==> src/rtl/jk_cmd_arbiter_pkg.sv <==
// jk_cmd_arbiter_pkg: shared FSM state and command encodings for the JK command arbiter.
// Revision 1.0
`default_nettype none

package jk_cmd_arbiter_pkg;

  typedef enum logic [1:0] {
    IDLE  = 2'd0,
    APPLY = 2'd1,
    DONE  = 2'd2
  } state_t;

  localparam logic [1:0] CMD_HOLD = 2'b00;
  localparam logic [1:0] CMD_CLR  = 2'b01;
  localparam logic [1:0] CMD_SET  = 2'b10;
  localparam logic [1:0] CMD_TGL  = 2'b11;

endpackage

`default_nettype wire

==> src/rtl/jk_ff_bank.sv <==
// jk_ff_bank: W independent JK flip-flops with synchronous active-high reset.
// Revision 1.0
`default_nettype none

module jk_ff_bank #(
  parameter int W = 8
) (
  input  logic         clk,
  input  logic         reset,
  input  logic [W-1:0] j,
  input  logic [W-1:0] k,
  output logic [W-1:0] q
);

  for (genvar b = 0; b < W; b++) begin : g_bit
    always_ff @(posedge clk) begin
      if (reset) begin
        q[b] <= 1'b0;
      end else begin
        // JK: 00 hold, 01 clear, 10 set, 11 toggle
        q[b] <= (j[b] & ~q[b]) | (~k[b] & q[b]);
      end
    end
  end

endmodule

`default_nettype wire

==> src/rtl/jk_cmd_arbiter.sv <==
// jk_cmd_arbiter: round-robin arbiter applying one requester's hold/clear/set/toggle command
// per 3-cycle transaction (IDLE, APPLY, DONE) to a shared JK register. Revision 1.0
`default_nettype none

module jk_cmd_arbiter
  import jk_cmd_arbiter_pkg::*;
#(
  parameter int NREQ = 4,
  parameter int W    = 8
) (
  input  logic              clk,
  input  logic              reset,
  input  logic [NREQ-1:0]   req,
  input  logic [2*NREQ-1:0] cmd,
  input  logic [W*NREQ-1:0] mask,
  output logic [NREQ-1:0]   gnt,
  output logic [NREQ-1:0]   ack,
  output logic [W-1:0]      q,
  output logic              busy
);

  localparam int IW = (NREQ > 1) ? $clog2(NREQ) : 1;

  state_t        state;
  state_t        state_next;
  logic [IW-1:0] ptr;
  logic [IW-1:0] owner;
  logic [IW-1:0] pick;
  logic          pick_valid;
  logic [IW:0]   rr_sum;
  logic [IW-1:0] rr_cand;
  logic [1:0]    cmd_cap;
  logic [W-1:0]  mask_cap;
  logic [W-1:0]  j;
  logic [W-1:0]  k;

  // Scan from the farthest candidate back toward ptr so the last hit is the first in RR order.
  always_comb begin
    pick_valid = 1'b0;
    pick       = '0;
    rr_sum     = '0;
    rr_cand    = '0;
    for (int n = NREQ - 1; n >= 0; n--) begin
      rr_sum = {1'b0, ptr} + (IW+1)'(n);
      if (rr_sum >= (IW+1)'(NREQ)) begin
        rr_sum = rr_sum - (IW+1)'(NREQ);
      end
      rr_cand = rr_sum[IW-1:0];
      if (req[rr_cand]) begin
        pick_valid = 1'b1;
        pick       = rr_cand;
      end
    end
  end

  always_ff @(posedge clk) begin
    if (reset) begin
      state <= IDLE;
    end else begin
      state <= state_next;
    end
  end

  always_comb begin
    state_next = state;
    case (state)
      IDLE:    if (pick_valid) state_next = APPLY;
      APPLY:   state_next = DONE;
      DONE:    state_next = IDLE;
      default: state_next = IDLE;
    endcase
  end

  always_ff @(posedge clk) begin
    if (reset) begin
      ptr      <= '0;
      owner    <= '0;
      cmd_cap  <= CMD_HOLD;
      mask_cap <= '0;
    end else begin
      if (state == IDLE && pick_valid) begin
        owner    <= pick;
        cmd_cap  <= cmd[2*pick +: 2];
        mask_cap <= mask[W*pick +: W];
      end
      if (state == DONE) begin
        ptr <= (owner == IW'(NREQ - 1)) ? '0 : owner + IW'(1);
      end
    end
  end

  // J/K are only driven during APPLY so the register changes on exactly one edge.
  always_comb begin
    j = '0;
    k = '0;
    if (state == APPLY) begin
      case (cmd_cap)
        CMD_CLR: k = mask_cap;
        CMD_SET: j = mask_cap;
        CMD_TGL: begin
          j = mask_cap;
          k = mask_cap;
        end
        default: ;
      endcase
    end
  end

  jk_ff_bank #(
    .W(W)
  ) u_bank (
    .clk   (clk),
    .reset (reset),
    .j     (j),
    .k     (k),
    .q     (q)
  );

  assign busy = (state != IDLE);
  assign gnt  = busy ? (NREQ'(1) << owner) : '0;
  assign ack  = (state == DONE) ? (NREQ'(1) << owner) : '0;

endmodule

`default_nettype wire

==> config.mk <==
export PLATFORM = sky130hd
export DESIGN_NAME = jk_cmd_arbiter
export DESIGN_NICKNAME = d
export VERILOG_FILES = /design/src/rtl/jk_cmd_arbiter_pkg.sv /design/src/rtl/jk_ff_bank.sv /design/src/rtl/jk_cmd_arbiter.sv
export SDC_FILE = /design/constraint.sdc
export NUM_CORES = 1
export LEC_CHECK = 0
export ABC_AREA = 1
export BUFFER_PORTS_ARGS = -buffer_cell sky130_fd_sc_hd__buf_2
export CAP_MARGIN = 20
export CORE_MARGIN = 8
export CORE_UTILIZATION = 45
export CTS_CLUSTER_SIZE = 40
export DETAILED_ROUTE_END_ITERATION = 7
export PLACE_DENSITY = 0.76
export RECOVER_POWER = 100
export SLEW_MARGIN = 30
export SYNTH_ARGS = -nofsm -noshare
export SYNTH_HDL_FRONTEND = slang
export SYNTH_HIERARCHICAL = 1
export SYNTH_SLANG_ARGS = --single-unit
==> constraint.sdc <==
create_clock -name clk -period 1.4 [get_ports clk]
set_input_delay 0.21 -clock clk [delete_from_list [all_inputs] [get_ports clk]]
set_output_delay 0.21 -clock clk [all_outputs]
set_load 0.05 [all_outputs]
# == After elaboration in Yosys (flattened, before gate mapping) ==
# Index checks and enable logic that the tools add are counted.
# classes
addsub,8
n_mul,0
div_mod_pow,0
magnitude_cmp,8
eq_ne,7
shifts,3
muxes,29
bitwise,40
reduce_logical,5
# op_table
cell,count
$mux W8,4
$shiftx A32 B6 Y8,1
$mux W2,10
$and A1 B1 Y1,16
$not A1 Y1,16
$lt A2 B3 Y1 const B,4
$ge A3 B3 Y1 const B,3
$bmux W1 S2,4
$eq A2 B2 Y1 const B,4
$mux W1,8
$mux W4,2
$or A1 B1 Y1,8
$shiftx A8 B4 Y2,1
$sub A2 B1 Y2 const B,4
$add A2 B2 Y3 const B,2
$eq A2 B1 Y1 const B,2
$pmux W2 S2,1
$reduce_or A2 Y1,2
$shl A1 B2 Y4 const A,1
$add A2 B1 Y3 const B,1
$ge A2 B3 Y1 const B,1
$add A2 B1 Y2 const B,1
$logic_not A2 Y1,1
$ne A2 B2 Y1 const B,1
2 further kinds,2
# word_totals
reg_bits,24
latchBits,0
ramBits,0
romBits,0
in_bits,46
output_inout_bits,17
elab_cells,113
mem_count,0

# == Longest topological paths before layout ==
# logic_depth
word_depth,11
depth_mapped,17
depth_no_buf,15

# == Cells and area by module ==
# Netlist, hierarchy kept.
# by_module_without_submodules
mod,instances,cells_each,area_each_um2,seq_area_each_um2
jk_cmd_arbiter,1,276,1537.7,320.3
jk_ff_bank,1,41,284.0,160.2

# == Worst setup path before layout ==
# No wires, ideal clock.
# synth_path
kind,register -> register
from,register ptr[0]
to,register cmd_cap[0]
setup_time_ns,0.109
t_arrival_ns,1.414
setup_slack_ns,-0.123
stages_incl_launch_ff,16
n_path_buf,2
period_less_slack_ns,1.523
cell_sequence,dfxtp_1 > buf_6 > inv_6 > nand2_2 > nand2_1 > nand2_2 > nand3_2 > nand2_2 > nand2_4 > nand2_4 > buf_6 > nand2_1 > nand3_1 > nand3_1 > nand2_1 > inv_1
# synth_between
elab_chain_len,10
# synth_rtl
element,line,text
start: declaration,jk_cmd_arbiter.sv:26,logic [IW-1:0] ptr;
start signal: assignment,jk_cmd_arbiter.sv:87,ptr <= (owner == IW'(NREQ - 1)) ? '0 : owner + IW'(1);
$add A2 B2 Y3,jk_cmd_arbiter.sv:44,"rr_sum = {1'b0, ptr} + (IW+1)'(n);"
$ge A3 B3 Y1 or $sub A2 B1 Y2 (tied branches),"jk_cmd_arbiter.sv:45, jk_cmd_arbiter.sv:46",
$mux W2,jk_cmd_arbiter.sv:45,if (rr_sum >= (IW+1)'(NREQ)) begin
$bmux W1 S2,jk_cmd_arbiter.sv:49,if (req[rr_cand]) begin
$mux W1 (implied by the code),jk_cmd_arbiter.sv:49,
$mux W2 or $mux W1 (tied branches) (4 in a row),jk_cmd_arbiter.sv:49,
$shiftx A8 B4 Y2 or $logic_and A1 B1 Y1 (tied branches),"jk_cmd_arbiter.sv:83, jk_cmd_arbiter.sv:81",
end signal: assignment,jk_cmd_arbiter.sv:83,cmd_cap <= cmd[2*pick +: 2];
end: declaration,jk_cmd_arbiter.sv:32,logic [1:0] cmd_cap;
# Parallel ways exist; a longest one is shown, timed or not. The select of a mux whose other input is x is not followed.
# A chain may end at the register's enable or synchronous reset.

# == Worst setup path in the final report ==
# layout_path
from,register ptr[0]
to,register mask_cap[6]
# layout_between
elab_chain_len,10
# layout_rtl
element,line,text
$add A2 B2 Y3,jk_cmd_arbiter.sv:44,
$ge A3 B3 Y1 or $sub A2 B1 Y2 (tied branches),"jk_cmd_arbiter.sv:45, jk_cmd_arbiter.sv:46",
$mux W2,jk_cmd_arbiter.sv:45,
$bmux W1 S2,jk_cmd_arbiter.sv:49,
$mux W1 (implied by the code),jk_cmd_arbiter.sv:49,
$mux W2 or $mux W1 (tied branches) (4 in a row),jk_cmd_arbiter.sv:49,
$shiftx A32 B6 Y8 or $logic_and A1 B1 Y1 (tied branches),"jk_cmd_arbiter.sv:84, jk_cmd_arbiter.sv:81",
end signal: assignment,jk_cmd_arbiter.sv:84,mask_cap <= mask[W*pick +: W];
end: declaration,jk_cmd_arbiter.sv:33,logic [W-1:0] mask_cap;
# Parallel ways exist; a longest one is shown, timed or not. The select of a mux whose other input is x is not followed.

==> impl_metrics.yaml <==
status:
  outcome: "complete, but fails checks"
  violations: "negative setup slack"
worst_hold_path:
  holdPathStages: 5
  hold_start: "mask[18]"
  hold_end: "mask_cap[2]$_SDFFE_PP0P_"
  holdCritPathClass: "in -> reg"
cts:
  cts.sinks: 24
  htreeDepth: 1
  cts_buffer_depth: 2
  cts-buffers-inserted: 3
  clock_latency_ns: 0.27
  tritoncts: "built"
  cts_root_buf: "clkbuf_8"
  clkTransAtPathRegs_ns: 0.09
place:
  routabilityCongestion: 0.8134
  io_buffers: 62
  dp_hpwl_um: 3812
layout:
  antenna-diode-count: 0
  layout.nets: 451
  final_cell_mix: "nand2_1, inv_1, buf_2"
  final_util: 0.7128
  final_common_cell: "nand2_1"
  layout-drive-gt1-share: 0.4225
  area_delta_synth_final_pct: 54.26
synthesis:
  synth_top_area_frac: 0.2637
  syn_inst: 317
  ys_seq_elements: 24
  synthesis.nets: 367
  synth_top_area_cell: "dfxtp_1"
  synthDistinctLibCells: 23
  netlist_top_cells_area: "dfxtp_1, nand2_1, inv_1"
  syn-cell-area_um2: 1822
  synth_warnings: 6
  ys_seq_area_frac: 0.2637
  avgSynthCellArea_um2: 5.747
worst_setup_path:
  worstSetupStartpointType: "register"
  worstSetupPathType: "reg -> reg"
  reg2reg_to: "mask_cap[6]$_SDFFE_PP0P_"
  r2r-start: "ptr[0]$_SDFFE_PP0P_"
  endpoint_kind: "register"
  worstPathRequired_ns: 1.57
  rrSetupSlack_ns: -0.31
  crit_arrival_ns: 1.89
  r2r_cells: 12
  worstPathMaxFanout: 8
sta:
  rsz0062_at_grt: "true"
  drv_slew: 0
  period_needed_ns: 1.714
  skew_ns: 0.005006
  fmax_mhz: 583.3
  fin_crit_sh: 1.225
  setup_ws_ns: -0.3143
  hold_viol: 0
  setup_viol: 13
  slew_headroom: 0.6638
  whs_ns: 0.2460
  worstMarginPinSlew_ns: 0.5031
power_and_ir_drop:
  p_switching_mw: 1.125
  internal_power_mw: 1.714
  finalPower_mw: 2.838
  switching_share: 0.3962
  ir_drop_v: 0.0007604
  comb_power_share: 0.490
  seqPwrFrac: 0.295
  p_leak_nw: 1.529
  power_density_nw_per_um2: 1010
  pwr-share-clk: 0.215
global_routing:
  grt_max_degree: 22
  grt_pass1_wl_um: 8121
  grt_pass1_vias: 1997
  grt_use_total: 0.1513
  grt_overflow: 0
  grt_antenna_before_repair: 0
die:
  fp.dieH_um: 79.63
  die_area_um2: 6340
  die_w_um: 79.63
  fp-row-count: 23
  initial_core_util: 0.4621
  io_pins: 63
  core-area_um2: 3943
detailed_routing:
  drtPass1Iterations: 4
  vias_per_cell: 4.862
  wire_per_inst_um: 12.24
  ant_nets: 0
  wirelength_um: 5510
  drt-initial-drc-count: 76
  vias: 2188
  drcViolationCount: 0
flow_run:
  drv_cap: 0
flip-flops by register name (all words and copies together), names as in the netlist:
register / count
mask_cap: 8
state: 2
ptr: 2
cmd_cap: 2
u_bank/q: 8
owner: 2
kinds of logic (layout without fill, tap and decap cells):
kind of cell               Yosys count  in the layout  synth area share
AOI/OAI and AO/OA                   16             16           0.04533
adders and majority gates            4              4           0.02747
buffers and inverters               78            160            0.1813
DFF                                 24             24            0.2637
and+or+nand+nor                    195            196            0.4821
stage by stage:
step                      TNS (ns)  instances  area (µm²)  setup WS, ns
after detailed placement    -3.878        435        2277       -0.3587
after floorplan             -1.335        317        1833       -0.1154
after global routing        -4.584        450        2810       -0.4049
after CTS                   -2.188        439        2417       -0.2157
final                       -3.100        450        2810       -0.3143
after global placement      -3.093        435        2277       -0.2925
critical path, stage by stage (launching register included):
cell       delay [ns]
dfxtp_4          0.39
buf_6            0.14
nand2_1          0.09
nand2_2          0.07
nand2_2          0.10
nand3_4          0.10
nand3_4          0.20
clkbuf_16        0.19
nand3_1          0.08
nand3_1          0.08
nand3_2          0.07
nand2_1          0.07
inv_1            0.03
per-layer routing:
layer | vias up | routed length, µm | global-route usage
met5 | - | 0 | 0
met4 | 0 | 74 | 0.02037
met3 | 8 | 317 | 0.03604
met2 | 64 | 2928 | 0.2934
met1 | 986 | 2189 | 0.1624
li1 | 1130 | - | -
worst max-delay path by stage:
stage,start,to,slack (ns),cells after the start
after floorplan,ptr[0]$_SDFFE_PP0P_,cmd_cap[0]$_SDFFE_PP0P_,-0.12,15
after global placement,ptr[0]$_SDFFE_PP0P_,cmd_cap[0]$_SDFFE_PP0P_,-0.29,13
after detailed placement,ptr[0]$_SDFFE_PP0P_,mask_cap[3]$_SDFFE_PP0P_,-0.36,13
after CTS,ptr[0]$_SDFFE_PP0P_,cmd_cap[0]$_SDFFE_PP0P_,-0.22,13
after global routing,ptr[0]$_SDFFE_PP0P_,cmd_cap[0]$_SDFFE_PP0P_,-0.40,12
final,ptr[0]$_SDFFE_PP0P_,mask_cap[6]$_SDFFE_PP0P_,-0.31,12
layout make-up:
class / instances / area, µm²
tap: 50 / 62.56
inverter: 69 / 274.0
fill: 334 / 1132
timing repair buffer: 87 / 629.4
multi-input combinational: 216 / 1277
clock buffer: 3 / 41.29
clock inverter: 1 / 30.03
sequential: 24 / 495.5
repair_timing:
item	CTS	global route
pin swaps	1	35
gates resized for setup	28	75
setup buffers	0	8
gates cloned	0	3
endpoints found under the setup margin	21	25
hold buffers	0	0
power groups by stage:
| stage | Clock [mW] | Combinational, mW | Sequential (mW) |
|---|---|---|---|
| after global routing | 0.654 | 1.52 | 0.849 |
| final | 0.611 | 1.39 | 0.837 |
| after CTS | 0.619 | 1.11 | 0.824 |
| after detailed placement | 0 | 1.05 | 0.836 |
| after global placement | 0 | 1.04 | 0.832 |
| after floorplan | 0 | 0.743 | 0.842 |
synth_stat cells:
library cell	instances
dfxtp_1	24
inv_6	1
a211oi_1	1
nor2_1	33
buf_2	2
clkinv_1	2
ha_1	4
nand3b_1	4
o21ai_0	3
nand3_4	1
inv_1	63
buf_6	3
nand3_2	1
buf_4	2
o21ai_1	2
nand2_1	89
nand2_2	7
clkbuf_1	2
nor3_1	16
nand3_1	41
nand2_4	3
inv_2	3
a21oi_1	10
Power figures use the tool's default switching activity.
